## config.mk

```make
export PLATFORM = sky130hd
export DESIGN_NAME = keypad_timer_entry
export DESIGN_NICKNAME = d
export VERILOG_FILES = /design/src/rtl/keypad_timer_entry_pkg.sv /design/src/rtl/keypad_timer_entry_tick_divider.sv /design/src/rtl/keypad_timer_entry.sv
export SDC_FILE = /design/constraint.sdc
export NUM_CORES = 1
export LEC_CHECK = 0
export BUFFER_PORTS_ARGS = -buffer_cell sky130_fd_sc_hd__buf_2
export CORE_ASPECT_RATIO = 2
export CORE_MARGIN = 3
export CORE_UTILIZATION = 45
export DETAILED_ROUTE_END_ITERATION = 7
export PLACE_DENSITY = 0.66
export SYNTH_ARGS = -nofsm -noshare
export SYNTH_HDL_FRONTEND = slang
export SYNTH_SLANG_ARGS = --single-unit
export TNS_END_PERCENT = 50
```

## constraint.sdc

```tcl
create_clock -name clock -period 2.6 [get_ports clock]
set_clock_uncertainty 0.15 [all_clocks]
set_input_delay 0.52 -clock clock [delete_from_list [all_inputs] [get_ports clock]]
set_output_delay 0.52 -clock clock [all_outputs]
set_load 0.02 [all_outputs]
```

## src/rtl/keypad_timer_entry_pkg.sv

```systemverilog
// Shared definitions for the keypad timer-entry path: FSM states, key/BCD widths
// and the small combinational helpers used on the registered key vector.
package keypad_timer_entry_pkg;

    localparam int BCD_W = 4;
    localparam int NKEYS = 10;

    typedef enum logic [1:0] {
        ST_IDLE,
        ST_DEBOUNCE,
        ST_ACCEPT,
        ST_RELEASE
    } state_t;

    function automatic logic [BCD_W-1:0] key_to_bcd(input logic [NKEYS-1:0] keys);
        logic [BCD_W-1:0] bcd;
        bcd = '0;
        for (int i = 0; i < NKEYS; i++) begin
            if (keys[i]) begin
                bcd = BCD_W'(i);
            end
        end
        return bcd;
    endfunction

    function automatic logic is_one_hot(input logic [NKEYS-1:0] keys);
        return (keys != '0) && ((keys & (keys - NKEYS'(1))) == '0);
    endfunction

endpackage

```

## src/rtl/keypad_timer_entry_tick_divider.sv

```systemverilog
// Countdown tick generator: while run is high, tick is asserted on the last count of
// each CLK_DIV-cycle period; dropping run restarts the period from zero.
module tick_divider #(
    parameter int CLK_DIV = 100
) (
    input  logic clock,
    input  logic clearn,
    input  logic run,
    output logic tick
);

    localparam int CW = $clog2(CLK_DIV);
    localparam logic [CW-1:0] LAST = CW'(CLK_DIV - 1);

    logic [CW-1:0] count_reg;
    logic [CW-1:0] count_next;

    always_comb begin
        count_next = count_reg + CW'(1);
        if (!run || (count_reg == LAST)) begin
            count_next = '0;
        end
    end

    always_ff @(posedge clock) begin
        if (!clearn) begin
            count_reg <= '0;
        end else begin
            count_reg <= count_next;
        end
    end

    assign tick = run && (count_reg == LAST);

endmodule

```

## src/rtl/keypad_timer_entry.sv

```systemverilog
// Keypad timer entry: debounces the decimal pad, shifts accepted BCD digits into the
// time register with a one-cycle loadn strobe, and muxes the countdown/load tick.
module keypad_timer_entry
    import keypad_timer_entry_pkg::*;
#(
    parameter int NDIGITS  = 4,
    parameter int CLK_DIV  = 100,
    parameter int DEBOUNCE = 4
) (
    input  logic                     clock,
    input  logic                     clearn,
    input  logic [NKEYS-1:0]         tecladoNum,
    input  logic                     enable,
    output logic [BCD_W-1:0]         d,
    output logic                     loadn,
    output logic [BCD_W*NDIGITS-1:0] digits,
    output logic                     key_err,
    output logic                     pgt_1hz
);

    localparam int DW = BCD_W * NDIGITS;
    localparam int CW = $clog2(DEBOUNCE + 1);
    localparam logic [CW-1:0] DB_MAX = CW'(DEBOUNCE);

    state_t           state_reg, state_next;
    logic [NKEYS-1:0] key_q_reg, key_prev_reg;
    logic [CW-1:0]    cnt_reg, cnt_next;
    logic [BCD_W-1:0] d_reg, d_next;
    logic             loadn_reg, loadn_next;
    logic [DW-1:0]    digits_reg, digits_next;
    logic             key_err_reg, key_err_next;
    logic             pgt_reg, pgt_next;
    logic             div_tick;
    logic [BCD_W-1:0] key_bcd;
    logic [DW-1:0]    digits_shifted;

    tick_divider #(
        .CLK_DIV(CLK_DIV)
    ) u_tick_divider (
        .clock  (clock),
        .clearn (clearn),
        .run    (enable),
        .tick   (div_tick)
    );

    assign key_bcd = key_to_bcd(key_q_reg);

    // Newest digit enters at the bottom; the top digit falls off.
    assign digits_shifted[BCD_W-1:0] = key_bcd;
    generate
        for (genvar gi = 1; gi < NDIGITS; gi++) begin : g_shift
            assign digits_shifted[BCD_W*gi +: BCD_W] = digits_reg[BCD_W*(gi-1) +: BCD_W];
        end
    endgenerate

    always_comb begin
        state_next   = state_reg;
        cnt_next     = cnt_reg;
        d_next       = d_reg;
        loadn_next   = 1'b1;
        digits_next  = digits_reg;
        key_err_next = 1'b0;
        // In entry mode the tick doubles as the load clock one cycle after the strobe.
        pgt_next     = enable ? div_tick : (state_reg == ST_ACCEPT);

        if (enable) begin
            state_next = ST_IDLE;
            cnt_next   = '0;
        end else begin
            case (state_reg)
                ST_IDLE: begin
                    if (key_q_reg != '0) begin
                        state_next = ST_DEBOUNCE;
                        cnt_next   = CW'(1);
                    end
                end
                ST_DEBOUNCE: begin
                    if (key_q_reg != key_prev_reg) begin
                        if (key_q_reg == '0) begin
                            state_next = ST_IDLE;
                            cnt_next   = '0;
                        end else begin
                            cnt_next = CW'(1);
                        end
                    end else if (cnt_reg == DB_MAX) begin
                        cnt_next = '0;
                        if (is_one_hot(key_q_reg)) begin
                            state_next  = ST_ACCEPT;
                            loadn_next  = 1'b0;
                            d_next      = key_bcd;
                            digits_next = digits_shifted;
                        end else begin
                            state_next   = ST_RELEASE;
                            key_err_next = 1'b1;
                        end
                    end else begin
                        cnt_next = cnt_reg + CW'(1);
                    end
                end
                ST_ACCEPT: begin
                    state_next = ST_RELEASE;
                end
                ST_RELEASE: begin
                    if (key_q_reg == '0) begin
                        state_next = ST_IDLE;
                    end
                end
                default: begin
                    state_next = ST_IDLE;
                end
            endcase
        end
    end

    always_ff @(posedge clock) begin
        if (!clearn) begin
            state_reg    <= ST_IDLE;
            key_q_reg    <= '0;
            key_prev_reg <= '0;
            cnt_reg      <= '0;
            d_reg        <= '0;
            loadn_reg    <= 1'b1;
            digits_reg   <= '0;
            key_err_reg  <= 1'b0;
            pgt_reg      <= 1'b0;
        end else begin
            state_reg    <= state_next;
            key_q_reg    <= tecladoNum;
            key_prev_reg <= key_q_reg;
            cnt_reg      <= cnt_next;
            d_reg        <= d_next;
            loadn_reg    <= loadn_next;
            digits_reg   <= digits_next;
            key_err_reg  <= key_err_next;
            pgt_reg      <= pgt_next;
        end
    end

    assign d       = d_reg;
    assign loadn   = loadn_reg;
    assign digits  = digits_reg;
    assign key_err = key_err_reg;
    assign pgt_1hz = pgt_reg;

endmodule

```

==> results of run 1 <==
## logic make-up (layout without fill, tap and decap cells)
logic type / after synthesis / count (layout) / synth area share, %
fa+ha+maj: 4 / 4 / 2.200
xor+xnor: 15 / 15 / 6.261
compound gates: 18 / 18 / 5.641
simple gates: 96 / 96 / 25.32
buf+inv: 20 / 53 / 6.430
mux: 18 / 18 / 8.122
flops: 51 / 51 / 46.02
## where the power goes
part	total [mW]	leakage, nW	switching [mW]	internal [mW]
clock network	0.432	0.0412	0.243	0.188
registers	0.821	0.416	0.0228	0.798
logic	0.110	0.510	0.0587	0.0517
total	1.36	0.968	0.325	1.04
## cells in the mapped netlist (all sizes together), types with 3 or more instances
cell / instances / area share (%)
and2: 22 / 6.3
o21ai: 5 / 1.1
xnor2: 13 / 5.5
dfxtp: 51 / 46
nor4: 3 / 1.5
nand4: 5 / 2.0
clkbuf: 3 / 0.51
nor3: 5 / 2.1
a21oi: 3 / 0.68
or2b: 3 / 1.1
ha: 3 / 1.7
and3: 3 / 0.85
inv: 7 / 1.2
mux2i: 18 / 8.1
nand3: 8 / 1.8
buf: 9 / 4.3
nand2: 21 / 3.6
nor2: 19 / 3.2
## through the flow
step / instance area, µm² / hold slack (ns) / std cells / util [%]
floorplan: 2218 / 0.2632 / 222 / -
global placement: 2369 / 0.2727 / 302 / 50.55
detailed placement: 2369 / 0.2931 / 302 / 50.55
CTS: 2454 / 0.2587 / 310 / 52.36
global route: 2454 / 0.2532 / 310 / 52.36
finish: 2454 / 0.2694 / 310 / 52.36
## metal layers
layer	vias to the layer above	wire, µm
met5	-	0
met4	0	75
met2	37	2074
met3	5	163
met1	720	1456
li1	803	-
## worst max-delay path, stage by stage (launching register included)
cell	delay, ns
dfxtp_1	0.33
inv_1	0.08
ha_1	0.17
and2_0	0.30
or2b_1	0.30
nor4b_4	0.20
buf_4	0.31
mux2i_1	0.21
## layout by cell type, fill, tap and decap left out, drive strengths merged, types with 2 or more instances in the layout
cell type  instances
dfxtp             51
buf               38
and2              22
nand2             21
nor2              19
mux2i             18
xnor2             13
nand3              8
inv                7
clkbuf             6
o21ai              5
nand4              5
nor3               5
a21oi              3
and3               3
ha                 3
or2b               3
nor4               3
nand2b             2
nor2b              2
xor2               2
o21bai             2
nor4b              2
## final timing paths
kind,cells after the start,from,to
max,7,cnt_reg[0],digits[4]
min,2,tecladoNum[6],key_q_reg[6]
max reg2reg,7,cnt_reg[0],digits[4]
min reg2reg,1,u_tick_divider.count_reg[0],u_tick_divider.count_reg[0]
## final cells by class
| class | instances | area [µm²] |
|---|---|---|
| clock inverters | 2 | 12.51 |
| flip-flops and latches | 51 | 1021 |
| multi-input cells | 151 | 1055 |
| clock buffers | 6 | 72.57 |
| inverters | 7 | 26.28 |
| well taps | 55 | 68.82 |
| fillers | 454 | 2232 |
| repair buffers | 38 | 197.7 |
==> summary.txt, run 1 <==
Global route
  – Vias in the first global route: 1545
  – Initial antenna violation count: 0
  – Largest net degree at the start of global routing: 30
  – Total grt overflow: 0
  – GR Util All Layers: between 10% and 20%
  – Most used routing layer: met2
  – GR Util met2: around a quarter
  – First-pass GRT wire length: roughly 6.7 mm
  – Met3 Use GR: under 10%
  – Met1 usage: 15.00%

Place
  – Port-buffer cells: 35
  – HPWL after detailed placement: between 2 and 3 mm
  – Pre-CTS setup slack: between 0.4 and 0.5 ns
  – Gpl congestion: ~0.8

Clock tree
  – Latest clock arrival within the worst-skew pair: 0.30 ns
  – Root Driver: clkbuf_8
  – CTS Buffer Depth: 2
  – TritonCTS Buffers: 5
  – H-tree levels: 2
  – CTS tree: yes
  – Clock sinks: 51
  – Worst-path clk slew: 0.09 ns
  – Post-CTS sizing: 0
  – Post-CTS Setup Bufs: 0
  – Hold buffer count at CTS: 0

Synthesis
  – Synth Register Bits: 51
  – Sequential-to-total area share from yosys stat: 46.02%
  – Post-Syn Area: 2218 µm²
  – Synth Flop Type: dfxtp_1
  – Yosys cell types: between 40 and 50
  – Syn nets: roughly 240
  – Syn_area_per_cell: roughly 10 µm²
  – Mapped Cells: roughly 220
  – EDFF count, synth: 0
  – Number of synthesis warnings: 0
  – Post-synthesis async set-or-reset flop share: 0%

Timing
  – Min Tclk post-route: between 2 and 2.5 ns
  – Worst-Margin Slew: 0.4925 ns
  – Count of final setup violators: 0
  – Crit share post-route: ~82%
  – Slew Limit Fails: 0
  – Final TNS setup: 0 ns
  – RSZ-0062 raised after global routing: no
  – Fmax: roughly 0.47 GHz
  – Slew Limit Headroom: approximately 67%
  – Fin. Hold Viols: 0
  – Final setup margin: 0.4592 ns

Finish
  – Share of layout cells above drive strength 1: a little under a quarter
  – Largest register FFs: 13
  – ANT cells: 0
  – Final #Nets: 270
  – Syn-to-layout area delta: 10.60%

Detailed routing
  – Iteration-0 DRC Markers: 43
  – Drt pass-1 iters: 4
  – Post-route ant nets: 0
  – Mean routed wirelength per cell: approximately 12 µm
  – Avg Vias per Cell: between 5 and 6
  – DR vias: 1565
  – Post-Route WL: about 3.8 mm
  – DRC Markers: 0

Power and ir drop
  – Peak supply drop: between 0.3 and 0.4 mV
  – P_leak: just under 1 nW
  – Tot Pwr: roughly 1.4 mW
  – Power per cell area: between 500 and 600 nW/µm²

Run status
  – Status: finished clean

Floorplanning
  – Ports: 36
  – Initial Util: between 40% and 50%
  – FP Rows: 35
  – Die area: just under 6000 µm²
  – Placeable Area: between 4000 and 5000 µm²
  – Chip Width: ~56 µm
  – Die span in y: ~110 µm

Worst setup path
  – Flop2flop setup slack: ~0.46 ns
  – CP Max Fanout: 16
  – Critical path data arrival time: between 2 and 2.5 ns
  – Setup crit end kind: flip-flop
  – Kind of critical path: reg2reg
  – Critical Path RT: about 2.7 ns
  – Startpoint Class: flip-flop

Flow run
  – Max-Cap Viols: 0

Worst hold path
  – Min-Delay Path Class: in2reg
Note: power is estimated with default switching activity, not from simulation.
==> inputs of run 2 (changes only) <==
--- a/config.mk
+++ b/config.mk
@@ -10,7 +10,7 @@
 export CORE_MARGIN = 3
 export CORE_UTILIZATION = 45
 export DETAILED_ROUTE_END_ITERATION = 7
-export PLACE_DENSITY = 0.66
+export PLACE_DENSITY = 0.68
 export SYNTH_ARGS = -nofsm -noshare
 export SYNTH_HDL_FRONTEND = slang
 export SYNTH_SLANG_ARGS = --single-unit
==> constraint.sdc (replaced) <==
create_clock -name clock -period 1.9 [get_ports clock]
set_clock_uncertainty 0.15 [all_clocks]
set_input_delay 0.38 -clock clock [delete_from_list [all_inputs] [get_ports clock]]
set_output_delay 0.38 -clock clock [all_outputs]
set_load 0.02 [all_outputs]
==> summary.txt, run 2 (same netlist as run 1, synthesis figures left out) <==
Detailed routing
  – DRC Markers: 0
  – Avg Vias per Cell: between 5 and 6
  – Iteration-0 DRC Markers: 33
  – Post-route ant nets: 0
  – Mean routed wirelength per cell: 13.34 µm
  – DR vias: about 1700
  – Drt pass-1 iters: 4
  – Post-Route WL: approximately 4.5 mm

Power and ir drop
  – Switch share: between 20% and 30%
  – Cell internal pwr: between 1 and 1.5 mW
  – P_leak: approximately 1.2 nW
  – Clk pwr share: between 30 and 40%
  – NetSw: 497.9 µW
  – Peak supply drop: ~0.63 mV
  – Sequential Power Share: a little under three fifths
  – Tot Pwr: 1.971 mW
  – Comb power frac: roughly an eighth
  – Power per cell area: approximately 700 nW/µm²

Global route
  – Vias in the first global route: 1642
  – Initial antenna violation count: 0
  – Largest net degree at the start of global routing: 23
  – GR Util All Layers: between 10% and 20%
  – First-pass GRT wire length: around 7.3 mm
  – Total grt overflow: 0

Timing
  – Fin. Hold Viols: 0
  – Final TNS setup: -0.9914 ns
  – Fmax: around 0.50 GHz
  – Count of final setup violators: 16
  – Min Tclk post-route: between 1.5 and 2 ns
  – Slew Limit Headroom: between 80% and 90%
  – Final setup margin: -0.08160 ns
  – Worst-Margin Slew: about 0.27 ns
  – RSZ-0062 raised after global routing: yes
  – Crit share post-route: 104.3%
  – Slew Limit Fails: 0

Worst setup path
  – Setup crit end kind: flip-flop
  – Critical Path RT: a little under 2 ns
  – Critical path's largest stage delay: about 0.38 ns
  – Crit-path cells: nor3_4 > o2111ai_1 > and3_4 > nor4b_4 > buf_4 > clkbuf_16 > mux2i_1
  – Kind of critical path: reg2reg
  – Startpoint Class: flip-flop
  – CP Max Fanout: 8
  – Critical path data arrival time: 2.07 ns
  – CP max stage cell: dfxtp_4

Clock tree
  – Root Driver: clkbuf_8
  – H-tree levels: 2
  – Latest clock arrival within the worst-skew pair: a little over 0.3 ns
  – Hold buffer count at CTS: 0
  – Worst-path clk slew: around 0.09 ns
  – Clock sinks: 51
  – CTS Buffer Depth: 2
  – TritonCTS Buffers: 5
  – CTS tree: yes

Floorplanning
  – Placeable Area: 4686 µm²
  – Die span in y: approximately 110 µm
  – Chip Width: 55.65 µm
  – Die area: between 5000 and 6000 µm²
  – Initial Util: between 40% and 50%
  – FP Rows: 35
  – Ports: 36

Finish
  – Final #Nets: between 200 and 300
  – Most frequent cells in the layout: 43 x dfxtp_1, 35 x buf_2, 28 x buf_4
  – Most common cell after layout, fill and taps aside: dfxtp_1
  – Post-route insts no fill: 337
  – Share of layout cells above drive strength 1: between 30% and 40%
  – Syn-to-layout area delta: 27.58%
  – ANT cells: 0
  – Largest register FFs: 13

Run status
  – Failing checks: negative setup slack
  – Status: finished with violations

Place
  – Placed cells: between 300 and 400
  – Port-buffer cells: 35
  – HPWL after detailed placement: about 3.2 mm
  – Gpl congestion: 0.8384

Flow run
  – Max-Cap Viols: 0

Worst hold path
  – Min-Delay Path Class: in2reg
## run 2: cell count changes in the layout (fill, tap and decap cells not counted), moves of 2 or more
cell      change
nor2_1        -3
nor2_2        +3
o21bai_4      +2
buf_4        +25
dfxtp_1       -8
dfxtp_2       +3
xnor2_2       +7
xnor2_1       -7
dfxtp_4       +5
## run 2: worst paths after layout
path         cells after the start                          end  slack, ns                         from
min reg2reg                      1  u_tick_divider.count_reg[0]       0.30  u_tick_divider.count_reg[0]
max reg2reg                      7                    digits[4]      -0.08                 key_q_reg[3]
max                              7                    digits[4]      -0.08                 key_q_reg[3]
min                              2                 key_q_reg[6]       0.12                tecladoNum[6]
## run 2: critical path, delay by kind of cell, from the launching register on
family                 cells  cell delay [ns]
flip-flops                 1             0.38
AND/OR/NAND/NOR            3             0.77
AO/OA/AOI/OAI              1             0.15
buffers and inverters      2             0.31
multiplexers               1             0.17
## run 2: layer usage
metal	track usage, %	up-vias	wire [µm]	share of wire [%]
met2	28.47	48	2373	53
met4	8.000	0	160	3.6
li1	-	865	-	-
met3	2.941	9	196	4.4
met5	0	-	0	0
met1	16.55	790	1767	39
## run 2: layout make-up
class                      instances  area [µm²]
clock buffer                       5       68.82
tap                               55       68.82
inverter                           7       26.28
multi-input combinational        151        1172
timing repair buffer              65       430.4
fill                             412        1856
sequential                        51        1044
clock inverter                     3       20.02
## run 2: power groups by stage
| stage | combinational, mW | sequential, mW | clock [mW] |
|---|---|---|---|
| after floorplan | 0.128 | 1.14 | 0 |
| after global placement | 0.197 | 1.14 | 0 |
| after detailed placement | 0.198 | 1.14 | 0 |
| after CTS | 0.214 | 1.12 | 0.632 |
| after global routing | 0.263 | 1.13 | 0.668 |
| final | 0.240 | 1.12 | 0.610 |
## run 2: stage by stage
| stage | util [%] | hold slack, ns | setup WS, ns | cell area [µm²] |
|---|---|---|---|---|
| after floorplan | - | 0.2632 | 0.001756 | 2222 |
| after global placement | 54.69 | 0.2741 | -0.04370 | 2562 |
| after detailed placement | 54.69 | 0.2823 | -0.09133 | 2562 |
| after CTS | 58.83 | 0.1130 | -0.1217 | 2756 |
| after global routing | 60.40 | 0.1219 | -0.2067 | 2830 |
| final | 60.40 | 0.1196 | -0.08160 | 2830 |
## run 2: timing repair
item / 4_1_cts / 5_1_grt
endpoints found under the hold margin: 0 / 0
gates cloned: 1 / 0
gates resized for setup: 14 / 18
setup buffers: 3 / 2
setup endpoints to repair: 16 / 22
pin swaps: 5 / 11
